$ cat src/rtl/mips_ctrl_pkg.sv
// Shared encodings for the multi-cycle MIPS controller, alu_control and datapath muxes.
// Opcode constants, FSM state codes, mux-select encodings and the control word struct.
package mips_ctrl_pkg;

    localparam logic [5:0] OP_RTYPE = 6'b000000;
    localparam logic [5:0] OP_LW    = 6'b100011;
    localparam logic [5:0] OP_SW    = 6'b101011;
    localparam logic [5:0] OP_BEQ   = 6'b000100;
    localparam logic [5:0] OP_J     = 6'b000010;
    localparam logic [5:0] OP_JAL   = 6'b000011;
    localparam logic [5:0] OP_ADDI  = 6'b001000;

    typedef enum logic [3:0] {
        S_FETCH     = 4'd0,
        S_DECODE    = 4'd1,
        S_MEM_ADDR  = 4'd2,
        S_MEM_READ  = 4'd3,
        S_MEM_WB    = 4'd4,
        S_MEM_WRITE = 4'd5,
        S_R_EXEC    = 4'd6,
        S_R_WB      = 4'd7,
        S_BRANCH    = 4'd8,
        S_JUMP      = 4'd9,
        S_JAL       = 4'd10,
        S_ADDI_EXEC = 4'd11,
        S_ADDI_WB   = 4'd12
    } state_t;

    typedef enum logic [1:0] {
        ALU_OP_ADD   = 2'b00,
        ALU_OP_SUB   = 2'b01,
        ALU_OP_FUNCT = 2'b10,
        ALU_OP_RSVD  = 2'b11
    } alu_op_t;

    typedef enum logic [1:0] {
        PC_SRC_ALU    = 2'b00,
        PC_SRC_ALUOUT = 2'b01,
        PC_SRC_JUMP   = 2'b10
    } pc_source_t;

    typedef enum logic [1:0] {
        REG_DST_RT = 2'b00,
        REG_DST_RD = 2'b01,
        REG_DST_RA = 2'b10
    } reg_dst_t;

    typedef enum logic [1:0] {
        M2R_ALUOUT = 2'b00,
        M2R_MDR    = 2'b01,
        M2R_PC     = 2'b10
    } mem_to_reg_t;

    typedef enum logic [1:0] {
        ALU_B_REG     = 2'b00,
        ALU_B_FOUR    = 2'b01,
        ALU_B_IMM     = 2'b10,
        ALU_B_IMM_SH2 = 2'b11
    } alu_src_b_t;

    typedef struct packed {
        logic        pc_write;
        logic        pc_write_cond;
        pc_source_t  pc_source;
        logic        i_or_d;
        logic        mem_read;
        logic        mem_write;
        logic        ir_write;
        logic        reg_write;
        reg_dst_t    reg_dst;
        mem_to_reg_t mem_to_reg;
        logic        alu_src_a;
        alu_src_b_t  alu_src_b;
        alu_op_t     alu_op;
    } ctrl_word_t;

    // States that talk to the shared memory port and may stretch on wait states.
    function automatic logic is_mem_state(input state_t s);
        return (s == S_FETCH) || (s == S_MEM_READ) || (s == S_MEM_WRITE);
    endfunction

endpackage

$ cat src/rtl/multicycle_ctrl_if.sv
// Controller <-> datapath bundle: instruction/status inputs, control strobes and debug outputs.
// The controller uses the master modport, the datapath the slave modport.
interface multicycle_ctrl_if;

    logic [5:0]  opcode;
    logic        alu_zero;
    logic        mem_ready;

    logic        pc_write;
    logic        pc_write_cond;
    logic [1:0]  pc_source;
    logic        i_or_d;
    logic        mem_read;
    logic        mem_write;
    logic        ir_write;
    logic        reg_write;
    logic [1:0]  reg_dst;
    logic [1:0]  mem_to_reg;
    logic        alu_src_a;
    logic [1:0]  alu_src_b;
    logic [1:0]  alu_op;
    logic        illegal_op;
    logic [3:0]  state;
    logic [31:0] instr_retired;

    modport master (
        input  opcode, alu_zero, mem_ready,
        output pc_write, pc_write_cond, pc_source, i_or_d,
               mem_read, mem_write, ir_write, reg_write,
               reg_dst, mem_to_reg, alu_src_a, alu_src_b, alu_op,
               illegal_op, state, instr_retired
    );

    modport slave (
        output opcode, alu_zero, mem_ready,
        input  pc_write, pc_write_cond, pc_source, i_or_d,
               mem_read, mem_write, ir_write, reg_write,
               reg_dst, mem_to_reg, alu_src_a, alu_src_b, alu_op,
               illegal_op, state, instr_retired
    );

endinterface

$ cat src/rtl/multicycle_ctrl_outdec.sv
// Purely combinational state(+mem_ready) -> control word decoder for multicycle_ctrl.
// With MIPS_MEM_WAIT_EN defined, IR/PC load in FETCH only in the mem_ready cycle.
module multicycle_ctrl_outdec
    import mips_ctrl_pkg::*;
(
    input  state_t     state,
    input  logic       mem_ready,
    output ctrl_word_t ctrl
);

    logic fetch_done;

`ifdef MIPS_MEM_WAIT_EN
    assign fetch_done = mem_ready;
`else
    logic unused_mem_ready;
    assign unused_mem_ready = mem_ready;
    assign fetch_done       = 1'b1;
`endif

    always_comb begin
        ctrl = '0;
        case (state)
            S_FETCH: begin
                ctrl.mem_read  = 1'b1;
                ctrl.i_or_d    = 1'b0;
                ctrl.alu_src_a = 1'b0;
                ctrl.alu_src_b = ALU_B_FOUR;
                ctrl.alu_op    = ALU_OP_ADD;
                ctrl.pc_source = PC_SRC_ALU;
                ctrl.ir_write  = fetch_done;
                ctrl.pc_write  = fetch_done;
            end
            // Speculatively compute the branch target into ALUOut.
            S_DECODE: begin
                ctrl.alu_src_a = 1'b0;
                ctrl.alu_src_b = ALU_B_IMM_SH2;
                ctrl.alu_op    = ALU_OP_ADD;
            end
            S_MEM_ADDR, S_ADDI_EXEC: begin
                ctrl.alu_src_a = 1'b1;
                ctrl.alu_src_b = ALU_B_IMM;
                ctrl.alu_op    = ALU_OP_ADD;
            end
            S_MEM_READ: begin
                ctrl.mem_read = 1'b1;
                ctrl.i_or_d   = 1'b1;
            end
            S_MEM_WRITE: begin
                ctrl.mem_write = 1'b1;
                ctrl.i_or_d    = 1'b1;
            end
            S_MEM_WB: begin
                ctrl.reg_write  = 1'b1;
                ctrl.reg_dst    = REG_DST_RT;
                ctrl.mem_to_reg = M2R_MDR;
            end
            S_R_EXEC: begin
                ctrl.alu_src_a = 1'b1;
                ctrl.alu_src_b = ALU_B_REG;
                ctrl.alu_op    = ALU_OP_FUNCT;
            end
            S_R_WB: begin
                ctrl.reg_write  = 1'b1;
                ctrl.reg_dst    = REG_DST_RD;
                ctrl.mem_to_reg = M2R_ALUOUT;
            end
            S_ADDI_WB: begin
                ctrl.reg_write  = 1'b1;
                ctrl.reg_dst    = REG_DST_RT;
                ctrl.mem_to_reg = M2R_ALUOUT;
            end
            S_BRANCH: begin
                ctrl.alu_src_a     = 1'b1;
                ctrl.alu_src_b     = ALU_B_REG;
                ctrl.alu_op        = ALU_OP_SUB;
                ctrl.pc_write_cond = 1'b1;
                ctrl.pc_source     = PC_SRC_ALUOUT;
            end
            S_JUMP: begin
                ctrl.pc_write  = 1'b1;
                ctrl.pc_source = PC_SRC_JUMP;
            end
            // PC already holds PC+4 from FETCH, so it is the link value for r31.
            S_JAL: begin
                ctrl.pc_write   = 1'b1;
                ctrl.pc_source  = PC_SRC_JUMP;
                ctrl.reg_write  = 1'b1;
                ctrl.reg_dst    = REG_DST_RA;
                ctrl.mem_to_reg = M2R_PC;
            end
            default: begin
                ctrl = '0;
            end
        endcase
    end

endmodule

$ cat src/rtl/multicycle_ctrl.sv
// Multi-cycle MIPS main controller: state register, next-state logic, retired counter.
// Define MIPS_MEM_WAIT_EN to stretch FETCH/MEM_READ/MEM_WRITE until mem_ready.
module multicycle_ctrl
    import mips_ctrl_pkg::*;
(
    input  logic                 clk,
    input  logic                 rst,
    multicycle_ctrl_if.master    bus
);

    state_t     state_q;
    state_t     state_d;
    ctrl_word_t ctrl;
    logic [31:0] retired_count;
    logic       retire;
    logic       illegal;
    logic       mem_done;

`ifdef MIPS_MEM_WAIT_EN
    assign mem_done = bus.mem_ready;
`else
    assign mem_done = 1'b1;
`endif

    // alu_zero is consumed by the datapath together with pc_write_cond.
    logic unused_alu_zero;
    assign unused_alu_zero = bus.alu_zero;

    always_comb begin
        state_d = state_q;
        retire  = 1'b0;
        illegal = 1'b0;
        case (state_q)
            S_FETCH:     state_d = S_DECODE;
            S_DECODE: begin
                case (bus.opcode)
                    OP_LW, OP_SW: state_d = S_MEM_ADDR;
                    OP_RTYPE:     state_d = S_R_EXEC;
                    OP_BEQ:       state_d = S_BRANCH;
                    OP_J:         state_d = S_JUMP;
                    OP_JAL:       state_d = S_JAL;
                    OP_ADDI:      state_d = S_ADDI_EXEC;
                    default: begin
                        state_d = S_FETCH;
                        illegal = 1'b1;
                    end
                endcase
            end
            S_MEM_ADDR:  state_d = (bus.opcode == OP_SW) ? S_MEM_WRITE : S_MEM_READ;
            S_MEM_READ:  state_d = S_MEM_WB;
            S_R_EXEC:    state_d = S_R_WB;
            S_ADDI_EXEC: state_d = S_ADDI_WB;
            S_MEM_WRITE, S_MEM_WB, S_R_WB, S_ADDI_WB,
            S_BRANCH, S_JUMP, S_JAL: begin
                state_d = S_FETCH;
                retire  = 1'b1;
            end
            default:     state_d = S_FETCH;
        endcase
        // A memory state that has not completed holds and does not retire.
        if (is_mem_state(state_q) && !mem_done) begin
            state_d = state_q;
            retire  = 1'b0;
        end
    end

    always_ff @(posedge clk or posedge rst) begin
        if (rst) begin
            state_q <= S_FETCH;
        end else begin
            state_q <= state_d;
        end
    end

    always_ff @(posedge clk or posedge rst) begin
        if (rst) begin
            retired_count <= 32'd0;
        end else if (retire) begin
            retired_count <= retired_count + 32'd1;
        end
    end

    multicycle_ctrl_outdec u_outdec (
        .state     (state_q),
        .mem_ready (bus.mem_ready),
        .ctrl      (ctrl)
    );

    // Strobes are gated by rst so an aborted instruction never leaks a write.
    assign bus.pc_write      = ctrl.pc_write      & ~rst;
    assign bus.pc_write_cond = ctrl.pc_write_cond & ~rst;
    assign bus.mem_read      = ctrl.mem_read      & ~rst;
    assign bus.mem_write     = ctrl.mem_write     & ~rst;
    assign bus.ir_write      = ctrl.ir_write      & ~rst;
    assign bus.reg_write     = ctrl.reg_write     & ~rst;
    assign bus.illegal_op    = illegal            & ~rst;

    assign bus.pc_source     = ctrl.pc_source;
    assign bus.i_or_d        = ctrl.i_or_d;
    assign bus.reg_dst       = ctrl.reg_dst;
    assign bus.mem_to_reg    = ctrl.mem_to_reg;
    assign bus.alu_src_a     = ctrl.alu_src_a;
    assign bus.alu_src_b     = ctrl.alu_src_b;
    assign bus.alu_op        = ctrl.alu_op;
    assign bus.state         = state_q;
    assign bus.instr_retired = retired_count;

endmodule

$ cat src/flat_wrapper.sv
// flat-port wrapper written by rule: the top's interface ports become plain ports
module multicycle_ctrl_flat import mips_ctrl_pkg::*;
  (clk, rst, bus_opcode, bus_alu_zero, bus_mem_ready, bus_pc_write, bus_pc_write_cond, bus_pc_source, bus_i_or_d, bus_mem_read, bus_mem_write, bus_ir_write, bus_reg_write, bus_reg_dst, bus_mem_to_reg, bus_alu_src_a, bus_alu_src_b, bus_alu_op, bus_illegal_op, bus_state, bus_instr_retired);
  multicycle_ctrl_if bus_i ();
  input  logic clk;
  input  logic rst;
  input wire logic [$bits(bus_i.opcode)-1:0] bus_opcode;
  input wire logic [$bits(bus_i.alu_zero)-1:0] bus_alu_zero;
  input wire logic [$bits(bus_i.mem_ready)-1:0] bus_mem_ready;
  output wire logic [$bits(bus_i.pc_write)-1:0] bus_pc_write;
  output wire logic [$bits(bus_i.pc_write_cond)-1:0] bus_pc_write_cond;
  output wire logic [$bits(bus_i.pc_source)-1:0] bus_pc_source;
  output wire logic [$bits(bus_i.i_or_d)-1:0] bus_i_or_d;
  output wire logic [$bits(bus_i.mem_read)-1:0] bus_mem_read;
  output wire logic [$bits(bus_i.mem_write)-1:0] bus_mem_write;
  output wire logic [$bits(bus_i.ir_write)-1:0] bus_ir_write;
  output wire logic [$bits(bus_i.reg_write)-1:0] bus_reg_write;
  output wire logic [$bits(bus_i.reg_dst)-1:0] bus_reg_dst;
  output wire logic [$bits(bus_i.mem_to_reg)-1:0] bus_mem_to_reg;
  output wire logic [$bits(bus_i.alu_src_a)-1:0] bus_alu_src_a;
  output wire logic [$bits(bus_i.alu_src_b)-1:0] bus_alu_src_b;
  output wire logic [$bits(bus_i.alu_op)-1:0] bus_alu_op;
  output wire logic [$bits(bus_i.illegal_op)-1:0] bus_illegal_op;
  output wire logic [$bits(bus_i.state)-1:0] bus_state;
  output wire logic [$bits(bus_i.instr_retired)-1:0] bus_instr_retired;
  assign bus_i.opcode = bus_opcode;
  assign bus_i.alu_zero = bus_alu_zero;
  assign bus_i.mem_ready = bus_mem_ready;
  assign bus_pc_write = bus_i.pc_write;
  assign bus_pc_write_cond = bus_i.pc_write_cond;
  assign bus_pc_source = bus_i.pc_source;
  assign bus_i_or_d = bus_i.i_or_d;
  assign bus_mem_read = bus_i.mem_read;
  assign bus_mem_write = bus_i.mem_write;
  assign bus_ir_write = bus_i.ir_write;
  assign bus_reg_write = bus_i.reg_write;
  assign bus_reg_dst = bus_i.reg_dst;
  assign bus_mem_to_reg = bus_i.mem_to_reg;
  assign bus_alu_src_a = bus_i.alu_src_a;
  assign bus_alu_src_b = bus_i.alu_src_b;
  assign bus_alu_op = bus_i.alu_op;
  assign bus_illegal_op = bus_i.illegal_op;
  assign bus_state = bus_i.state;
  assign bus_instr_retired = bus_i.instr_retired;
  multicycle_ctrl u_core (.clk(clk), .rst(rst), .bus(bus_i));
endmodule
$ cat config.mk
export PLATFORM = sky130hd
export DESIGN_NAME = multicycle_ctrl_flat
export DESIGN_NICKNAME = d
export VERILOG_FILES = /design/src/rtl/mips_ctrl_pkg.sv /design/src/rtl/multicycle_ctrl_if.sv /design/src/rtl/multicycle_ctrl_outdec.sv /design/src/rtl/multicycle_ctrl.sv /design/src/flat_wrapper.sv
export SDC_FILE = /design/constraint.sdc
export NUM_CORES = 1
export LEC_CHECK = 0
export BUFFER_PORTS_ARGS = -buffer_cell sky130_fd_sc_hd__clkbuf_2
export CORE_UTILIZATION = 35
export CTS_BUF_LIST = sky130_fd_sc_hd__clkbuf_8
export DETAILED_ROUTE_END_ITERATION = 6
export SYNTH_ARGS = -nofsm -noshare
export SYNTH_HDL_FRONTEND = slang
export SYNTH_SLANG_ARGS = --single-unit
$ cat constraint.sdc
create_clock -name clk -period 2.31 [get_ports clk]
set_input_delay 0.231 -clock clk [delete_from_list [all_inputs] [get_ports clk]]
set_output_delay 0.231 -clock clk [all_outputs]
set_load 0.005 [all_outputs]
==> flow_summary.json, run 1 <==
{
  "setup_viol": 0,
  "grt-ovfl-total": 0,
  "crit_fanout": 5,
  "dp_cells": 345,
  "grt_max_degree": 37,
  "antenna_found_initial": 0,
  "diodes": 0,
  "synth_area_per_cell_sq_um": 9.41,
  "synthFlopType": "dfrtp_1",
  "fin_crit_sh": 0.941,
  "die_w_um": 77.3,
  "critical_path_class": "reg2reg",
  "leakagePower_nw": 1.22,
  "hp-class": "in2async",
  "ys_ff_latch": 36,
  "finalHoldViolCount": 0,
  "core-area_sq_um": 5470,
  "synth_compound_area_frac": 0.0681,
  "critical_path_required_ns": 2.51,
  "wl_per_cell_um": 12.1,
  "grt_pass1_wl_um": 6910,
  "drv_cap": 0,
  "drc": 0,
  "start_util": 0.363,
  "drt-initial-drc-count": 41,
  "rsz0062_at_grt": "no",
  "synthXorXnorAreaFrac": 0.154,
  "most-common-layout-cells": "clkbuf_2, dfrtp_1, xnor2_1, nor3_1, nand2_1",
  "area_growth_pct": 25.1,
  "synth_top_family_by_area": "simple AND/OR/NAND/NOR gates",
  "synth-async-reset-ratio": 1.00,
  "syn_area_sq_um": 1990,
  "synth_top_area_frac": 0.454,
  "tns_ns": 0,
  "fmax_mhz": 460,
  "start_kind": "flop",
  "tightest_slew_ns": 0.466,
  "grt_pass1_vias": 1547,
  "ios": 65,
  "synth_edf_count": 0,
  "syn-instance-count": 211,
  "gp_congestion": 0.792,
  "nFillCells": 563,
  "vdd_drop_max_v": 0.000480,
  "ys_seq_area_frac": 0.454,
  "yosys.area.top_type": "dfrtp_1",
  "setup.worst_path.end_class": "flop",
  "netlist_top_cells_area": "dfrtp_1, xnor2_1, xor2_1",
  "path_clk_slew_ns": 0.06,
  "hold_buffers": 0,
  "vias": 1724,
  "wirelength_um": 4240,
  "power.density_nw_per_um2": 658,
  "synthAdderAreaFrac": 0.00630,
  "firstDrtPassIters": 4,
  "synthesis.nets": 222,
  "clk_latency_ns": 0.27,
  "slew-limit-headroom": 0.687,
  "nNetsFinal": 291,
  "finalCriticalPeriod_ns": 2.17,
  "clock-sinks": 36,
  "final_common_cell": "clkbuf_2",
  "num_rows": 27,
  "die_area_sq_um": 5980,
  "cts_tree": "yes",
  "post_cts_resized": 0,
  "final.setup_skew_ns": 0.00602,
  "dp_hpwl_um": 3200,
  "clock_path_buffers": 2,
  "root_buffer": "clkbuf_8",
  "ant_nets": 0,
  "die_y_um": 77.3,
  "drive_gt1_frac": 0.288,
  "htreeDepth": 2,
  "grtUsageTotal": 0.144,
  "final_max_slew_viol_count": 0,
  "yosys.area_share.simple": 0.270,
  "cts_buffers": 5,
  "final_cell_count_no_fill": 350,
  "io_buffers": 62,
  "vias_per_cell": 4.93,
  "synth.distinct_cells": 38,
  "outcome": "finished clean",
  "postCtsSetupBuffers": 0,
  "worstPathArrival_ns": 2.37,
  "synth.area.mux_share": 0.0164,
  "ys_warn_count": 0
}
## cell families (layout without fill, tap and decap cells)
kind of cell	after synthesis	count (layout)
compound gates	20	20
xor+xnor	35	35
fa+ha+maj	1	1
buf+inv	15	82
flops	36	36
mux	3	3
simple gates	101	101
## cell usage after synthesis (2+ instances only)
cell,instances
dfrtp_1,36
xnor2_1,24
nand2_1,17
nor3_1,17
nor2_1,16
nand3_1,14
xor2_1,11
nand4_1,8
and3_1,7
a21oi_1,6
clkbuf_1,6
inv_1,6
nand2b_1,5
nor4_1,5
and4_1,4
a211o_1,2
a211oi_1,2
mux2_2,2
nor2b_1,2
o21ai_0,2
o31ai_1,2
## flip-flops by register name, indices dropped and copies added, names as in the netlist
name	flops
u_core.bus.state	4
u_core.bus.instr_retired	32
## layer usage
metal  vias to the layer above  part of all wire  global-route usage
li1                        884                 -                   -
met1                       779              0.47               0.182
met2                        55              0.46               0.238
met3                         6             0.048              0.0369
met4                         0             0.013              0.0453
met5                         -                 0                   0
## power by group
part	internal, mW	switching, mW
sequential	0.680	0.0526
clock	0.194	0.186
combinational	0.233	0.289
## path summary, 6_finish.rpt
path	startpoint	to	slack, ns	cells after the start
setup / recovery	u_core.bus.instr_retired[4]	u_core.bus.instr_retired[27]	0.14	5
hold / removal	rst	u_core.bus.state[0]	0.11	3
hold reg to reg	u_core.bus.instr_retired[31]	u_core.bus.instr_retired[31]	0.46	1
max in group asynchronous	rst	u_core.bus.instr_retired[27]	1.88	3
min in group clk	bus_opcode[4]	u_core.bus.state[3]	0.27	4
setup reg to reg	u_core.bus.instr_retired[4]	u_core.bus.instr_retired[27]	0.14	5
## critical path: stages (launching register included)
cell and delay [ns]:
dfrtp_1 0.41, nand4_2 0.17, or4_4 0.56, or3_1 0.42, nor4_1 0.37, xor2_1 0.17
## through the flow
| step | hold WS, ns | setup slack [ns] | utilization | instance area [sq um] | power, mW |
|---|---|---|---|---|---|
| 2_1_floorplan | 0.398 | 0.226 | - | 1990 | 1.05 |
| 3_3_place_gp | 0.426 | 0.166 | 0.441 | 2410 | 1.27 |
| 3_5_place_dp | 0.420 | 0.147 | 0.441 | 2410 | 1.27 |
| 4_1_cts | 0.120 | 0.127 | 0.454 | 2480 | 1.66 |
| 5_1_grt | 0.155 | 0.0162 | 0.454 | 2480 | 1.75 |
| 6_report | 0.108 | 0.137 | 0.454 | 2480 | 1.64 |
## cell type report
| type | instances | area, sq um | area share |
|---|---|---|---|
| Multi-Input combinational cell | 160 | 1020 | 0.412 |
| Sequential cell | 36 | 901 | 0.363 |
| Timing Repair Buffer | 71 | 378 | 0.152 |
| Tap cell | 72 | 90.1 | 0.0363 |
| Clock buffer | 5 | 68.8 | 0.0277 |
| Inverter | 6 | 22.5 | 0.00907 |
Note: power is estimated with default switching activity, not from simulation.
==> run 2: changes to the inputs <==
Clock period 2.31 ns to 2 ns, I/O delays scaled along.
==> flow_summary.json, run 2 (synthesis results as in run 1) <==
{
  "critical_path_required_ns": 1.80,
  "nNetsFinal": 303,
  "worstPathArrival_ns": 1.72,
  "firstDrtPassIters": 4,
  "cts_tree": "yes",
  "htreeDepth": 2,
  "vdd_drop_max_v": 0.000393,
  "core-area_sq_um": 5470,
  "grt_max_degree": 37,
  "drv_cap": 0,
  "io_buffers": 62,
  "gp_congestion": 0.774,
  "fin_crit_sh": 0.961,
  "total_power_mw": 1.96,
  "start_kind": "flop",
  "leakagePower_nw": 1.30,
  "final_common_cell": "clkbuf_2",
  "ant_nets": 0,
  "gr-usage-met3": 0.0524,
  "gr-usage-met1": 0.214,
  "clk_latency_ns": 0.28,
  "wl_per_cell_um": 12.7,
  "fmax_mhz": 520,
  "drive_gt1_frac": 0.339,
  "setup_viol": 0,
  "post-place-ws_ns": -0.00641,
  "grt-ovfl-total": 0,
  "area_growth_pct": 31.7,
  "power.density_nw_per_um2": 750,
  "vias": 1844,
  "largest_register_ffs": 32,
  "nFillCells": 550,
  "die_w_um": 77.3,
  "hold-worst-slack_ns": 0.0762,
  "path_clk_slew_ns": 0.07,
  "start_util": 0.363,
  "hp-class": "in2async",
  "rsz0062_at_grt": "yes",
  "num_rows": 27,
  "crit_fanout": 13,
  "grt_pass1_wl_um": 7910,
  "final.setup_skew_ns": 0.00294,
  "final_max_slew_viol_count": 0,
  "outcome": "finished clean",
  "use_met2": 0.266,
  "multi_input_area_sq_um": 1050,
  "finalCriticalPeriod_ns": 1.92,
  "wirelength_um": 4640,
  "die_y_um": 77.3,
  "regArea_sq_um": 901,
  "drc": 0,
  "slew-limit-headroom": 0.696,
  "most-common-layout-cells": "clkbuf_2, dfrtp_1, xnor2_1, buf_4",
  "ios": 65,
  "dp_hpwl_um": 3430,
  "diodes": 0,
  "cts_buffers": 5,
  "top_usage_layer": "met2",
  "postCtsSetupBuffers": 0,
  "tightest_slew_ns": 0.456,
  "die_area_sq_um": 5980,
  "root_buffer": "clkbuf_8",
  "grt_pass1_vias": 1729,
  "finalHoldViolCount": 0,
  "grtUsageTotal": 0.165,
  "clock_path_buffers": 2,
  "tns_ns": 0,
  "clock-sinks": 36,
  "drt-initial-drc-count": 105,
  "vias_per_cell": 5.07,
  "critical_path_class": "reg2out",
  "setup.worst_path.end_class": "output port",
  "fin_ws_ns": 0.0783,
  "antenna_found_initial": 0
}
[run 2: final cells by class]
type                       count  share of cell area
inverter                       6             0.00861
tap                           72              0.0344
clock buffer                   5              0.0263
sequential                    36               0.344
timing repair buffer          83               0.180
multi-input combinational    160               0.402
clock inverter                 2             0.00335
[run 2: stage by stage]
step,util,cells,area [sq um]
2_1_floorplan,-,211,2000
3_3_place_gp,0.460,357,2520
3_5_place_dp,0.460,357,2520
4_1_cts,0.475,364,2600
5_1_grt,0.478,364,2620
6_report,0.478,364,2620
[run 2: path summary, 6_finish.rpt]
path                                               from                            to  slack (ns)  depth (start not counted)
max                                 u_core.bus.state[3]                 bus_reg_write        0.08                          5
min                                                 rst  u_core.bus.instr_retired[15]        0.08                          3
max reg2reg                 u_core.bus.instr_retired[2]  u_core.bus.instr_retired[27]        0.08                          5
min reg2reg                u_core.bus.instr_retired[31]  u_core.bus.instr_retired[31]        0.46                          1
max in group asynchronous                           rst  u_core.bus.instr_retired[19]        1.61                          3
min in group clk                          bus_opcode[4]           u_core.bus.state[3]        0.24                          4
[run 2: power by group]
group | internal [mW] | switching [mW]
combinational | 0.284 | 0.347
sequential | 0.785 | 0.0691
clock | 0.231 | 0.243
[run 2: timing repair]
item / in CTS / in global routing
endpoints found under the hold margin: 0 / 0
pin swaps: 0 / 1
hold buffers: 0 / 0
gates resized for setup: 1 / 5
setup endpoints to repair: 1 / 5
[run 2: worst max-delay path, stage by stage, from the launching register on]
cell and delay, ns:
dfrtp_1 0.40, buf_4 0.19, nand2b_2 0.22, mux2_2 0.27, a211oi_1 0.22, clkbuf_2 0.15
[run 2: layer usage]
metal | up-vias | share of wire
li1 | 914 | -
met1 | 889 | 0.47
met2 | 36 | 0.47
met3 | 5 | 0.047
met4 | 0 | 0.0076
met5 | - | 0
